### config.mk
export PLATFORM = sky130hd
export DESIGN_NAME = crt_bus_master
export DESIGN_NICKNAME = d
export VERILOG_FILES = /design/src/rtl/crt_bus_master.sv
export SDC_FILE = /design/constraint.sdc
export NUM_CORES = 1
export LEC_CHECK = 0
export ABC_AREA = 0
export ABC_CLOCK_PERIOD_IN_PS = 4600
export BUFFER_PORTS_ARGS = -buffer_cell sky130_fd_sc_hd__buf_2
export CORE_ASPECT_RATIO = 2
export CORE_MARGIN = 4
export CORE_UTILIZATION = 35
export CTS_BUF_LIST = sky130_fd_sc_hd__clkbuf_4 sky130_fd_sc_hd__clkbuf_8
export DETAILED_ROUTE_END_ITERATION = 16
export PLACE_DENSITY = 0.63
export SYNTH_ARGS = -nofsm -noshare
export SYNTH_HDL_FRONTEND = slang
export SYNTH_SLANG_ARGS = --single-unit
export TNS_END_PERCENT = 100
### constraint.sdc
create_clock -name clk -period 4.6 [get_ports clk]
set_input_delay 0.92 -clock clk [delete_from_list [all_inputs] [get_ports clk]]
set_output_delay 0.92 -clock clk [all_outputs]
set_load 0.05 [all_outputs]
### src/rtl/crt_bus_master.sv
// crt_bus_master: MCU-side initiator for the CRT 8-bit CPU bus (db/as/ds/wr).
// Turns single-cycle commands into timed address-strobe / data-strobe beats,
// mirrors the CRT address-byte selector and returns read bytes.
// Optional feature macro: CRT_BUS_BURST_EN (multi-beat WRITE/READ via cmd_len).
// Outputs are registered from the next-state decode, so the bus pins change
// exactly on the cycle the FSM enters each phase.
module crt_bus_master #(
  parameter int SETUP_W  = 1,
  parameter int STROBE_W = 4,
  parameter int HOLD_W   = 1,
  parameter int GAP_W    = 3
) (
  input  logic        clk,
  input  logic        reset,
  input  logic        cmd_valid,
  output logic        cmd_ready,
  input  logic [2:0]  cmd_op,
  input  logic [23:0] cmd_addr,
  input  logic [7:0]  cmd_data,
  input  logic [7:0]  cmd_len,
  output logic        rsp_valid,
  output logic [7:0]  rsp_data,
  output logic        rsp_last,
  output logic [7:0]  db_o,
  output logic        db_oe,
  input  logic [7:0]  db_i,
  output logic        as,
  output logic        ds,
  output logic        wr,
  output logic [1:0]  sel_shadow
);

  localparam logic [2:0] S_IDLE   = 3'd0;
  localparam logic [2:0] S_SETUP  = 3'd1;
  localparam logic [2:0] S_STROBE = 3'd2;
  localparam logic [2:0] S_HOLD   = 3'd3;
  localparam logic [2:0] S_GAP    = 3'd4;

  localparam logic [2:0] OP_ADDR      = 3'd0;
  localparam logic [2:0] OP_ADDR_PAGE = 3'd1;
  localparam logic [2:0] OP_WRITE     = 3'd2;
  localparam logic [2:0] OP_READ      = 3'd3;
  localparam logic [2:0] OP_POLL      = 3'd4;

  // Beat attributes {is_as, is_wr, byte} for a given command position.
  function automatic logic [9:0] beat_attr(input logic [2:0]  op,
                                           input logic        dummy,
                                           input logic [1:0]  beat,
                                           input logic [23:0] addr,
                                           input logic [7:0]  data);
    logic [9:0] v_attr;
    v_attr = 10'd0;
    case (op)
      OP_ADDR, OP_ADDR_PAGE: begin
        case (beat)
          2'd0:    v_attr = {1'b1, 1'b1, addr[7:0]};
          2'd1:    v_attr = {1'b1, 1'b1, addr[15:8]};
          2'd2:    v_attr = {1'b1, 1'b1, addr[23:16]};
          default: v_attr = {1'b1, 1'b1, data};
        endcase
      end
      OP_WRITE: v_attr = {1'b0, 1'b1, data};
      OP_READ:  v_attr = {1'b0, 1'b0, 8'h00};
      // The dummy read is a ds beat that only advances the CRT low address byte.
      OP_POLL:  v_attr = dummy ? {1'b0, 1'b0, 8'h00} : {1'b1, 1'b0, 8'h00};
      default:  v_attr = 10'd0;
    endcase
    return v_attr;
  endfunction

  logic [2:0]  r_state;
  logic [7:0]  r_cnt;
  logic [7:0]  r_beat;
  logic [7:0]  r_last_idx;
  logic        r_dummy;
  logic [2:0]  r_op;
  logic [23:0] r_addr;
  logic [7:0]  r_data;

  logic [2:0]  w_state_nxt;
  logic [7:0]  w_cnt_nxt;
  logic [7:0]  w_beat_nxt;
  logic [7:0]  w_last_idx_nxt;
  logic        w_dummy_nxt;
  logic [2:0]  w_op_nxt;
  logic [23:0] w_addr_nxt;
  logic [7:0]  w_data_nxt;

  logic        w_accept;
  logic        w_strobe_done;
  logic        w_cur_last;
  logic        w_capture;
  logic        w_active_nxt;
  logic [9:0]  w_cattr;
  logic [9:0]  w_nattr;
  logic [7:0]  w_len_idx;

`ifdef CRT_BUS_BURST_EN
  assign w_len_idx = cmd_len;
`else
  logic w_unused_len;
  assign w_unused_len = ^cmd_len;
  assign w_len_idx    = 8'd0;
`endif

  assign cmd_ready     = (r_state == S_IDLE) & ~reset;
  assign w_accept      = cmd_valid & cmd_ready;
  assign w_strobe_done = (r_state == S_STROBE) && (r_cnt == 8'(STROBE_W - 1));
  assign w_cur_last    = ~r_dummy && (r_beat == r_last_idx);
  assign w_cattr       = beat_attr(r_op, r_dummy, r_beat[1:0], r_addr, r_data);
  assign w_nattr       = beat_attr(w_op_nxt, w_dummy_nxt, w_beat_nxt[1:0], w_addr_nxt, w_data_nxt);
  assign w_capture     = w_strobe_done && ~w_cattr[8];
  assign w_active_nxt  = (w_state_nxt == S_SETUP) || (w_state_nxt == S_STROBE) ||
                         (w_state_nxt == S_HOLD);

  // Next-state decode: phase sequencing, beat stepping and operand latching.
  always_comb begin
    w_state_nxt    = r_state;
    w_cnt_nxt      = r_cnt;
    w_beat_nxt     = r_beat;
    w_last_idx_nxt = r_last_idx;
    w_dummy_nxt    = r_dummy;
    w_op_nxt       = r_op;
    w_addr_nxt     = r_addr;
    w_data_nxt     = r_data;
    case (r_state)
      S_IDLE: begin
        if (w_accept) begin
          w_op_nxt    = cmd_op;
          w_addr_nxt  = cmd_addr;
          w_data_nxt  = cmd_data;
          w_beat_nxt  = 8'd0;
          w_cnt_nxt   = 8'd0;
          w_dummy_nxt = (cmd_op == OP_POLL) && (sel_shadow != 2'd0);
          case (cmd_op)
            OP_ADDR:           w_last_idx_nxt = 8'd2;
            OP_ADDR_PAGE:      w_last_idx_nxt = 8'd3;
            OP_WRITE, OP_READ: w_last_idx_nxt = w_len_idx;
            OP_POLL:           w_last_idx_nxt = 8'd3;
            default:           w_last_idx_nxt = 8'd0;
          endcase
          // Reserved ops are swallowed: no beats, stay idle.
          if (cmd_op <= OP_POLL) begin
            w_state_nxt = S_SETUP;
          end else begin
            w_state_nxt = S_IDLE;
          end
        end else begin
          w_state_nxt = S_IDLE;
        end
      end
      S_SETUP: begin
        if (r_cnt == 8'(SETUP_W - 1)) begin
          w_state_nxt = S_STROBE;
          w_cnt_nxt   = 8'd0;
        end else begin
          w_cnt_nxt = r_cnt + 8'd1;
        end
      end
      S_STROBE: begin
        if (w_strobe_done) begin
          w_state_nxt = S_HOLD;
          w_cnt_nxt   = 8'd0;
        end else begin
          w_cnt_nxt = r_cnt + 8'd1;
        end
      end
      S_HOLD: begin
        if (r_cnt == 8'(HOLD_W - 1)) begin
          w_state_nxt = S_GAP;
          w_cnt_nxt   = 8'd0;
        end else begin
          w_cnt_nxt = r_cnt + 8'd1;
        end
      end
      S_GAP: begin
        if (r_cnt == 8'(GAP_W - 1)) begin
          w_cnt_nxt = 8'd0;
          if (w_cur_last) begin
            w_state_nxt = S_IDLE;
          end else begin
            w_state_nxt = S_SETUP;
            if (r_dummy) begin
              w_dummy_nxt = 1'b0;
            end else begin
              w_beat_nxt = r_beat + 8'd1;
            end
          end
        end else begin
          w_cnt_nxt = r_cnt + 8'd1;
        end
      end
      default: begin
        w_state_nxt = S_IDLE;
        w_cnt_nxt   = 8'd0;
      end
    endcase
  end

  // FSM and latched-command state.
  always_ff @(posedge clk) begin
    if (reset) begin
      r_state    <= S_IDLE;
      r_cnt      <= 8'd0;
      r_beat     <= 8'd0;
      r_last_idx <= 8'd0;
      r_dummy    <= 1'b0;
      r_op       <= 3'd0;
      r_addr     <= 24'd0;
      r_data     <= 8'd0;
    end else begin
      r_state    <= w_state_nxt;
      r_cnt      <= w_cnt_nxt;
      r_beat     <= w_beat_nxt;
      r_last_idx <= w_last_idx_nxt;
      r_dummy    <= w_dummy_nxt;
      r_op       <= w_op_nxt;
      r_addr     <= w_addr_nxt;
      r_data     <= w_data_nxt;
    end
  end

  // Bus pins: wr/db held from SETUP through HOLD, strobe only in STROBE.
  always_ff @(posedge clk) begin
    if (reset) begin
      as    <= 1'b0;
      ds    <= 1'b0;
      wr    <= 1'b0;
      db_oe <= 1'b0;
      db_o  <= 8'h00;
    end else begin
      as    <= (w_state_nxt == S_STROBE) & w_nattr[9];
      ds    <= (w_state_nxt == S_STROBE) & ~w_nattr[9];
      wr    <= w_active_nxt & w_nattr[8];
      db_oe <= w_active_nxt & w_nattr[8];
      db_o  <= (w_active_nxt & w_nattr[8]) ? w_nattr[7:0] : 8'h00;
    end
  end

  // Selector mirror: +1 on every as fall, cleared on every ds rise.
  always_ff @(posedge clk) begin
    if (reset) begin
      sel_shadow <= 2'd0;
    end else if (w_strobe_done && w_cattr[9]) begin
      sel_shadow <= sel_shadow + 2'd1;
    end else if ((r_state != S_STROBE) && (w_state_nxt == S_STROBE) && ~w_nattr[9]) begin
      sel_shadow <= 2'd0;
    end else begin
      sel_shadow <= sel_shadow;
    end
  end

  // Read response: capture db_i in the last STROBE cycle, pulse in first HOLD cycle.
  always_ff @(posedge clk) begin
    if (reset) begin
      rsp_valid <= 1'b0;
      rsp_last  <= 1'b0;
      rsp_data  <= 8'h00;
    end else begin
      rsp_valid <= w_capture & ~r_dummy;
      rsp_last  <= w_capture & w_cur_last;
      if (w_capture) begin
        rsp_data <= db_i;
      end else begin
        rsp_data <= rsp_data;
      end
    end
  end

endmodule

---- Word-level counts from Yosys, hierarchy flattened ----
Index checks and enable logic that the tools add are counted.
storage, ports and cells
  flip-flop bits (word level) ............. 86
  output and inout port bits .............. 25
  logic and storage cells ................. 123
cells by class
  add/subtract/negate cells ............... 3
  order comparisons ....................... 1
  equal/unequal tests ..................... 27
  muxes and demuxes ....................... 37
  bitwise logic cells ..................... 12
  reduce and logical (&&, ||, !) cells .... 26
operator list
  kind                                            count
  two-way mux 8 bit                               10
  one-hot mux 10 bit (3 select lines)             2
  two-way mux 24 bit                              2
  one-hot mux 8 bit (3 select lines)              2
  one-hot mux 8 bit (4 select lines)              1
  two-way mux 3 bit                               7
  two-way mux 10 bit                              2
  == test 3 x 2 -> 1 bit (second input constant)  6
  adder 8 x 1 -> 8 bit (second input constant)    2
  == test 8 x 2 -> 1 bit (second input constant)  2
  one-hot mux 8 bit (2 select lines)              1
  == test 3 x 1 -> 1 bit (second input constant)  5
  one-hot mux 3 bit (5 select lines)              1
  == test 3 bit (second input constant)           4
  zero test 3 bit                                 4
  OR reduction 2 bit                              5
  == test 8 bit                                   1
  zero test 8 bit                                 1
  != test 2 bit (second input constant)           4
  AND 1 bit                                       7
  logical AND 1 bit                               7
  nonzero test 2 bit                              3
  two-way mux 1 bit                               5
  NOT 1 bit                                       5
  12 further kinds                                17

---- Depth between registers and ports, before layout ----
Gate-level depths: netlist of run 1.
  depth in word-level cells ............... 12
  gate-level depth with buffers ........... 9

---- Least setup slack after synthesis of run 1 ----
No wires, ideal clock.
  kind .................................... input-to-reg
  start point ............................. input reset
  end point ............................... register db_o[0]
  library setup time ...................... 0.079 ns
  data arrival time ....................... 2.695 ns
  required time ........................... 4.521 ns
  slack ................................... 1.826 ns
  cell stages on the path ................. 8
  cells stage by stage .................... or4_4 -> clkinv_4 -> nand3_2 -> a221o_1 -> a311oi_4 -> buf_6 -> nand3_1 -> o211ai_1
on the way
  word-level cells in the longest chain between the ends .. 11
  elaborated cells on any way between the ends .. 31
  classes of those cells .................. eq/ne (8); mux (12); bitwise (5); reduce/logical (6)
RTL lines
  item                                                                     RTL line  RTL
  from (decl)                                                              14        input logic reset,
  NOT 1 bit (*)                                                            106       assign cmd_ready = (r_state == S_IDLE) & ~reset;
  AND 1 bit (*)                                                            106
  net cmd_ready                                                            16        output logic cmd_ready,
  AND 1 bit (*)                                                            107       assign w_accept = cmd_valid & cmd_ready;
  two-way mux 3 bit                                                        128       if (w_accept) begin
  two-way mux 3 bit or one-hot mux 3 bit (5 select lines) (tied branches)  126       case (r_state)
  == test 3 x 1 -> 1 bit, or another cell as far along                     53        case (op)
  OR reduction 2 bit or logical OR 1 bit (tied branches)                   53, 113
  one-hot mux 10 bit (3 select lines) or logical OR 1 bit (tied branches)  53, 113
  AND 1 bit                                                                236       db_o <= (w_active_nxt & w_nattr[8]) ? w_nattr[7:0] : 8'h00;
  NOT 1 bit (no source line)                                               --
  OR reduction 2 bit (no source line)                                      --
  to (signal assigned)                                                     236
  to (decl)                                                                24        output logic [7:0] db_o,
Mark *: on every way through the listed nets, which the timed path passes. The rest lies on a longest branch. The select of a mux whose other input is x is not followed.
A chain may end at the register's enable or synchronous reset.

---- Final worst setup path of run 1 ----
  start point ............................. register r_beat[2]
  end point ............................... register db_o[3]
on the way
  word-level cells in the longest chain between the ends .. 11
  elaborated cells on any way between the ends .. 21
  classes of those cells .................. eq/ne (6); mux (8); bitwise (2); reduce/logical (5)
RTL lines
  item                                                              RTL line  RTL
  from (decl)                                                       73        logic [7:0] r_beat;
  from (signal assigned)                                            214       r_beat <= w_beat_nxt;
  == test 8 bit (*)                                                 109       assign w_cur_last = ~r_dummy && (r_beat == r_last_idx);
  logical AND 1 bit (*)                                             109
  two-way mux 1 bit                                                 179       if (w_cur_last) begin
  two-way mux 3 bit                                                 177       if (r_cnt == 8'(GAP_W - 1)) begin
  one-hot mux 3 bit (5 select lines)                                126
  == test 3 x 1 -> 1 bit or == test 3 x 2 -> 1 bit (tied branches)  113       assign w_active_nxt = (w_state_nxt == S_SETUP) || (w_state_nxt == S_STROBE) ||
  logical OR 1 bit (2 in series)                                    113
  AND 1 bit                                                         236
  NOT 1 bit (no source line)                                        --
  OR reduction 2 bit (no source line)                               --
Every way passes the cells marked *; elsewhere a longest branch is shown, timed or not. The select of a mux whose other input is x is not followed.

==> results of run 1 <==
final timing paths:
check / startpoint / to / slack, ns / cells past startpoint
min: r_last_idx[1]$_SDFFE_PP0P_ / r_last_idx[1]$_SDFFE_PP0P_ / 0.47 / 2
max: r_beat[2]$_SDFFE_PP0P_ / db_o[3]$_SDFF_PP0_ / 1.36 / 6
max reg2reg: r_beat[2]$_SDFFE_PP0P_ / db_o[3]$_SDFF_PP0_ / 1.36 / 6
min reg2reg: r_last_idx[1]$_SDFFE_PP0P_ / r_last_idx[1]$_SDFFE_PP0P_ / 0.47 / 2
per-stage QoR:
| step | setup WS, ns | power (W) | cells | instance area [um^2] |
|---|---|---|---|---|
| 6_report | 1.36 | 0.00150 | 735 | 4860 |
| 5_1_grt | 1.16 | 0.00157 | 735 | 4860 |
| 4_1_cts | 1.37 | 0.00152 | 735 | 4860 |
| 3_5_place_dp | 1.16 | 0.000947 | 720 | 4650 |
| 3_3_place_gp | 1.16 | 0.000941 | 720 | 4650 |
| 2_1_floorplan | 1.83 | 0.000882 | 537 | 4230 |
layout make-up:
| cell class | instances | area [um^2] | share of cell area [%] |
|---|---|---|---|
| Timing Repair Buffer | 78 | 410 | 8.44 |
| Multi-Input combinational cell | 404 | 2400 | 49.4 |
| Inverter | 13 | 53.8 | 1.11 |
| Clock inverter | 5 | 81.3 | 1.67 |
| Tap cell | 145 | 181 | 3.73 |
| Clock buffer | 10 | 131 | 2.70 |
| Sequential cell | 80 | 1600 | 33.0 |
power groups by stage:
stage               Clock (W)  Sequential (W)  Combinational (W)
floorplan                   0        0.000749           0.000132
global route         0.000616        0.000734           0.000221
detailed placement          0        0.000747           0.000200
finish               0.000571        0.000731           0.000200
global placement            0        0.000746           0.000196
CTS                  0.000585        0.000731           0.000200
layer usage:
metal,vias to the layer above,wire [um]
met1,1962,4660
met3,39,536
li1,2031,-
met2,146,6580
met4,0,612
met5,-,0
sequential cells by signal (all words and copies together), names as in the netlist:
signal,flops
r_op,3
wr,1
sel_shadow,2
db_o,8
r_beat,8
ds,1
rsp_valid,1
r_cnt,8
as,1
r_dummy,1
r_last_idx,2
rsp_last,1
r_state,3
r_data,8
rsp_data,8
r_addr,24
cells in the mapped netlist (2+ instances only):
library cell and n:
nand4_1 9, buf_2 6, xnor2_1 6, o211ai_1 9, nor2_1 38, nand3_1 35, a311oi_1 2, nand2b_1 2
a31oi_1 3, nor3b_1 3, xor2_1 7, a2111o_1 14, a21oi_1 44, nand3b_1 2, nand2_1 123, dfxtp_1 80
nor2_2 2, clkbuf_1 30, nor3_1 8, a221o_1 15, mux2i_1 17, a2111oi_0 2, nor4_1 4, a211oi_1 3
inv_1 12, ha_1 5, and2_1 2, and3_1 6, a221oi_1 2, and4_1 2, or4_1 3, a41oi_1 3
o41ai_1 2, o21ai_0 8, or3_1 2, buf_6 2
worst min-delay path, delay by kind of cell, from the launching register on:
family           cells  cell delay [ns]
flip-flops           1             0.33
AND/OR/NAND/NOR      1             0.06
AO/OA/AOI/OAI        1             0.05
kinds of logic after synthesis:
family,share of synthesized area (%)
simple gates,26.8
compound gates,21.4
flops,37.9
buf+inv,5.45
mux,4.29
xor+xnor,2.69
fa+ha+maj,1.48
==> reports/metrics.csv, run 1 <==
stage,metric,value,unit
floorplan,fp.dieW,85.7,um
floorplan,rows,56,
synthesis,synth.distinct_cells,60,
floorplan,dieArea,14000,um^2
global_route,grt_overflow,0,
worst_setup_path,cp-start-kind,flip-flop,
synthesis,synth_nets,596,
power,ir_worst_vdd,0.000171,V
power,clkPwrFrac,38.0,%
cts,cts_tree,yes,
sta,hold_viol,0,
cells_and_area,fin_util,41.3,%
cells_and_area,drive_gt1_share,17.6,%
cells_and_area,syn2layout_area_growth,15.0,%
drt,route.vias.total,4178,
sta,fin_hold_ws,0.471,ns
synthesis,dominantRegCellSynth,dfxtp_1,
worst_setup_path,worstSetupPathType,flip-flop to flip-flop,
global_route,grt_busiest_layer,met2,
synthesis,synth_area,4230,um^2
drt,drc,0,
power,pwr-share-seq,48.7,%
synthesis,synthCells,537,
placement,numPortBuffers,70,
worst_hold_path,hold_path.class,flip-flop to flip-flop,
power,leakage,1.95,nW
synthesis,synth_area_leaders,"dfxtp_1, nand2_1, a21oi_1, nand3_1, mux2i_1",
power,swShare,27.3,%
sta,grt_setup_unrepaired,no,
synthesis,ys_ff_latch,80,
worst_setup_path,path_buf_inv,0,
drt,via_per_inst,5.68,
synthesis,synth_edf_count,0,
sta,tightest_slew,0.980,ns
global_route,grt_util_all_layers,18.3,%
worst_setup_path,crit_fanout,19,
run_status,status,completed,
cts,ctsResizeCount,0,
worst_setup_path,end_kind,flip-flop,
global_route,globalRouteMet1Util,19.6,%
global_route,grt_pass1_vias,4306,
synthesis,postSynthAreaPerCell,7.87,um^2
sta,setup_tns,0,ns
power,cell_internal_pwr,0.00109,W
placement,hpwl,8840,um
floorplan,fp.coreArea,11800,um^2
worst_setup_path,worstPathCellList,"nor4_1, a41o_1, o211ai_1, a21oi_1, nand3_1, o211ai_1",
sta,skew,0.00832,ns
flow_run,maxCapViolCount,0,
global_route,grt_pass1_wl,20500,um
drt,postRouteAntennaNets,0,
floorplan,initial_core_util,35.9,%
worst_setup_path,crit_arrival,3.50,ns
synthesis,ys_seq_area_share,37.9,%
sta,relSlewSlack,34.6,%
synthesis,synth.top_cell.area_share,37.9,%
worst_setup_path,critPathMaxStageDelay,0.83,ns
cells_and_area,diodes,0,
worst_setup_path,required,4.86,ns
worst_setup_path,crit_top_cell,o211ai_1,
worst_setup_path,crit_slowest_cell,a41o_1,
sta,finalCritPeriodShare,70.5,%
cells_and_area,most-common-layout-cells,"nand2_1, dfxtp_1, buf_2",
cts,clk_latency,0.36,ns
placement,gp_congestion,0.864,
cts,postCtsSetupBuffers,0,
drt,first_pass_iters,8,
drt,drtIter0Drc,280,
cts,numCtsBuffers,9,
cells_and_area,fillCellCount,1243,
synthesis,yosys.area.top_type,dfxtp_1,
cells_and_area,final_common_cell,nand2_1,
sta,setup_violations,0,
drt,wl_per_cell,16.9,um
sta,maxSlewViolCount,0,
sta,period_needed,3.24,ns
power,comb_power_share,13.3,%
power,p_sw,0.000410,W
cts,cts_buffer_depth,2,
cts,htreeDepth,3,
cells_and_area,fin_nets,645,
global_route,grt_max_degree,65,
drt,drt_wl_total,12400,um
floorplan,die-height,163,um
worst_setup_path,path_delay_family,compound AO/OA/AOI/OAI gates,
sta,max_freq,308,MHz
floorplan,io_pins,79,
cts,cts_sinks,80,
cts,cts.clk_slew.worst_paths,0.08,ns
global_route,grt_util_met3,3.53,%
synthesis,yosysWarnings,0,
power,pwr_density_cell,309,nW/um^2
synthesis,async_reset_ff_share,0,%
global_route,met2_usage,31.8,%
cts,root_buffer,clkbuf_8,
cts,hold_buffers,0,
global_route,antenna_found_initial,0,
No activity file was read; power rests on OpenSTA's default activity.
==> inputs of run 2 (changes only) <==
--- a/config.mk
+++ b/config.mk
@@ -6,7 +6,7 @@
 export NUM_CORES = 1
 export LEC_CHECK = 0
 export ABC_AREA = 0
-export ABC_CLOCK_PERIOD_IN_PS = 4600
+export ABC_CLOCK_PERIOD_IN_PS = 3300
 export BUFFER_PORTS_ARGS = -buffer_cell sky130_fd_sc_hd__buf_2
 export CORE_ASPECT_RATIO = 2
 export CORE_MARGIN = 4
==> constraint.sdc (replaced) <==
create_clock -name clk -period 3.3 [get_ports clk]
set_input_delay 0.66 -clock clk [delete_from_list [all_inputs] [get_ports clk]]
set_output_delay 0.66 -clock clk [all_outputs]
set_load 0.05 [all_outputs]
==> reports/metrics.csv, run 2 (synthesis gave the netlist of run 1 again) <==
stage,metric,value,unit
run_status,status,completed,
drt,via_per_inst,5.75,
floorplan,rows,56,
cells_and_area,drive_gt1_share,18.3,%
floorplan,dieArea,14000,um^2
sta,tightest_slew,0.981,ns
cells_and_area,diodes,0,
worst_setup_path,cp-start-kind,flip-flop,
cells_and_area,syn2layout_area_growth,15.0,%
cells_and_area,largest_register_ffs,24,
cells_and_area,fin_nets,650,
drt,postRouteAntennaNets,0,
floorplan,io_pins,79,
global_route,grt_pass1_vias,4341,
global_route,antenna_found_initial,0,
cells_and_area,fin_util,41.3,%
placement,hpwl,8990,um
global_route,grt_overflow,0,
sta,setup_violations,0,
power,leakage,1.95,nW
worst_setup_path,crit_fanout,12,
sta,setup_tns,0,ns
sta,relSlewSlack,34.5,%
worst_setup_path,crit_arrival,2.97,ns
floorplan,initial_core_util,35.9,%
floorplan,fp.dieW,85.7,um
cts,ctsResizeCount,0,
sta,max_freq,367,MHz
cts,numCtsBuffers,9,
drt,drc,0,
worst_hold_path,hold_path.class,flip-flop to flip-flop,
global_route,grt_util_all_layers,18.2,%
floorplan,fp.coreArea,11800,um^2
power,pwr_density_cell,405,nW/um^2
drt,first_pass_iters,5,
sta,skew,0.0110,ns
cts,cts.clk_slew.worst_paths,0.09,ns
placement,numPortBuffers,70,
drt,drt_wl_total,12500,um
floorplan,die-height,163,um
placement,gp_congestion,0.855,
sta,finalCritPeriodShare,82.5,%
cts,root_buffer,clkbuf_8,
global_route,grt_max_degree,65,
worst_setup_path,end_kind,flip-flop,
cells_and_area,most-common-layout-cells,"nand2_1, dfxtp_1, buf_2",
drt,wl_per_cell,16.9,um
cts,hold_buffers,0,
sta,maxSlewViolCount,0,
flow_run,maxCapViolCount,0,
cells_and_area,regMostFlops,r_addr,
global_route,grt_pass1_wl,20500,um
sta,grt_setup_unrepaired,no,
sta,hold_viol,0,
worst_setup_path,worstSetupPathType,flip-flop to flip-flop,
drt,drtIter0Drc,321,
cts,cts_tree,yes,
cts,cts_sinks,80,
cts,htreeDepth,3,
cts,postCtsSetupBuffers,0,
power,ir_worst_vdd,0.000260,V
cells_and_area,final_common_cell,nand2_1,
sta,period_needed,2.72,ns
drt,route.vias.total,4256,
cts,cts_buffer_depth,2,
worst_setup_path,required,3.55,ns
cts,clk_latency,0.36,ns
==> run 2: cell count changes in the layout (fill, tap and decap cells not counted), sizes merged <==
cell      before  now
buf           78   83
clkbuf        10   11
bufinv         2    0
inv           13   12
clkinvlp       1    3
==> run 2: where the power goes <==
| group | internal, W | switching (W) |
|---|---|---|
| sequential | 0.000995 | 0.0000257 |
| combinational | 0.000100 | 0.000182 |
| clock | 0.000299 | 0.000367 |
| total | 0.00139 | 0.000575 |
==> run 2: area by class of cell <==
class | instances | area [um^2]
sequential | 80 | 1600
clock buffer | 11 | 145
fill | 1232 | 6910
inverter | 13 | 53.8
timing repair buffer | 83 | 448
multi-input combinational | 404 | 2400
tap | 145 | 181
clock inverter | 4 | 31.3
==> run 2: worst max-delay path: stages (launching register included) <==
cell	delay, ns
dfxtp_1	0.36
nor4_1	0.65
a41o_1	0.60
nor2_2	0.20
a2111oi_0	0.49
a2bb2oi_1	0.23
o21ai_1	0.09
==> run 2: metrics by stage <==
step,hold WS (ns),area (um^2),worst slack [ns],cells,power (W)
after floorplan,0.444,4230,0.786,537,0.00123
after global placement,0.453,4680,0.536,725,0.00132
after detailed placement,0.460,4680,0.517,725,0.00132
after CTS,0.472,4860,0.556,740,0.00199
after global routing,0.499,4860,0.288,740,0.00207
final,0.470,4860,0.577,740,0.00197
==> run 2: final timing paths <==
check                             start                         end  slack, ns  depth (start not counted)
max              r_beat[2]$_SDFFE_PP0P_          db_o[7]$_SDFF_PP0_       0.58                          6
min          r_last_idx[1]$_SDFFE_PP0P_  r_last_idx[1]$_SDFFE_PP0P_       0.47                          2
max reg2reg      r_beat[2]$_SDFFE_PP0P_          db_o[7]$_SDFF_PP0_       0.58                          6
min reg2reg  r_last_idx[1]$_SDFFE_PP0P_  r_last_idx[1]$_SDFFE_PP0P_       0.47                          2
==> run 2: metal layers <==
layer	vias up	global-route usage, %	wire length (um)
met2	144	32.9	6670
met4	0	11.1	614
met1	2036	18.9	4600
li1	2044	-	-
met5	-	0	0
met3	32	3.53	600
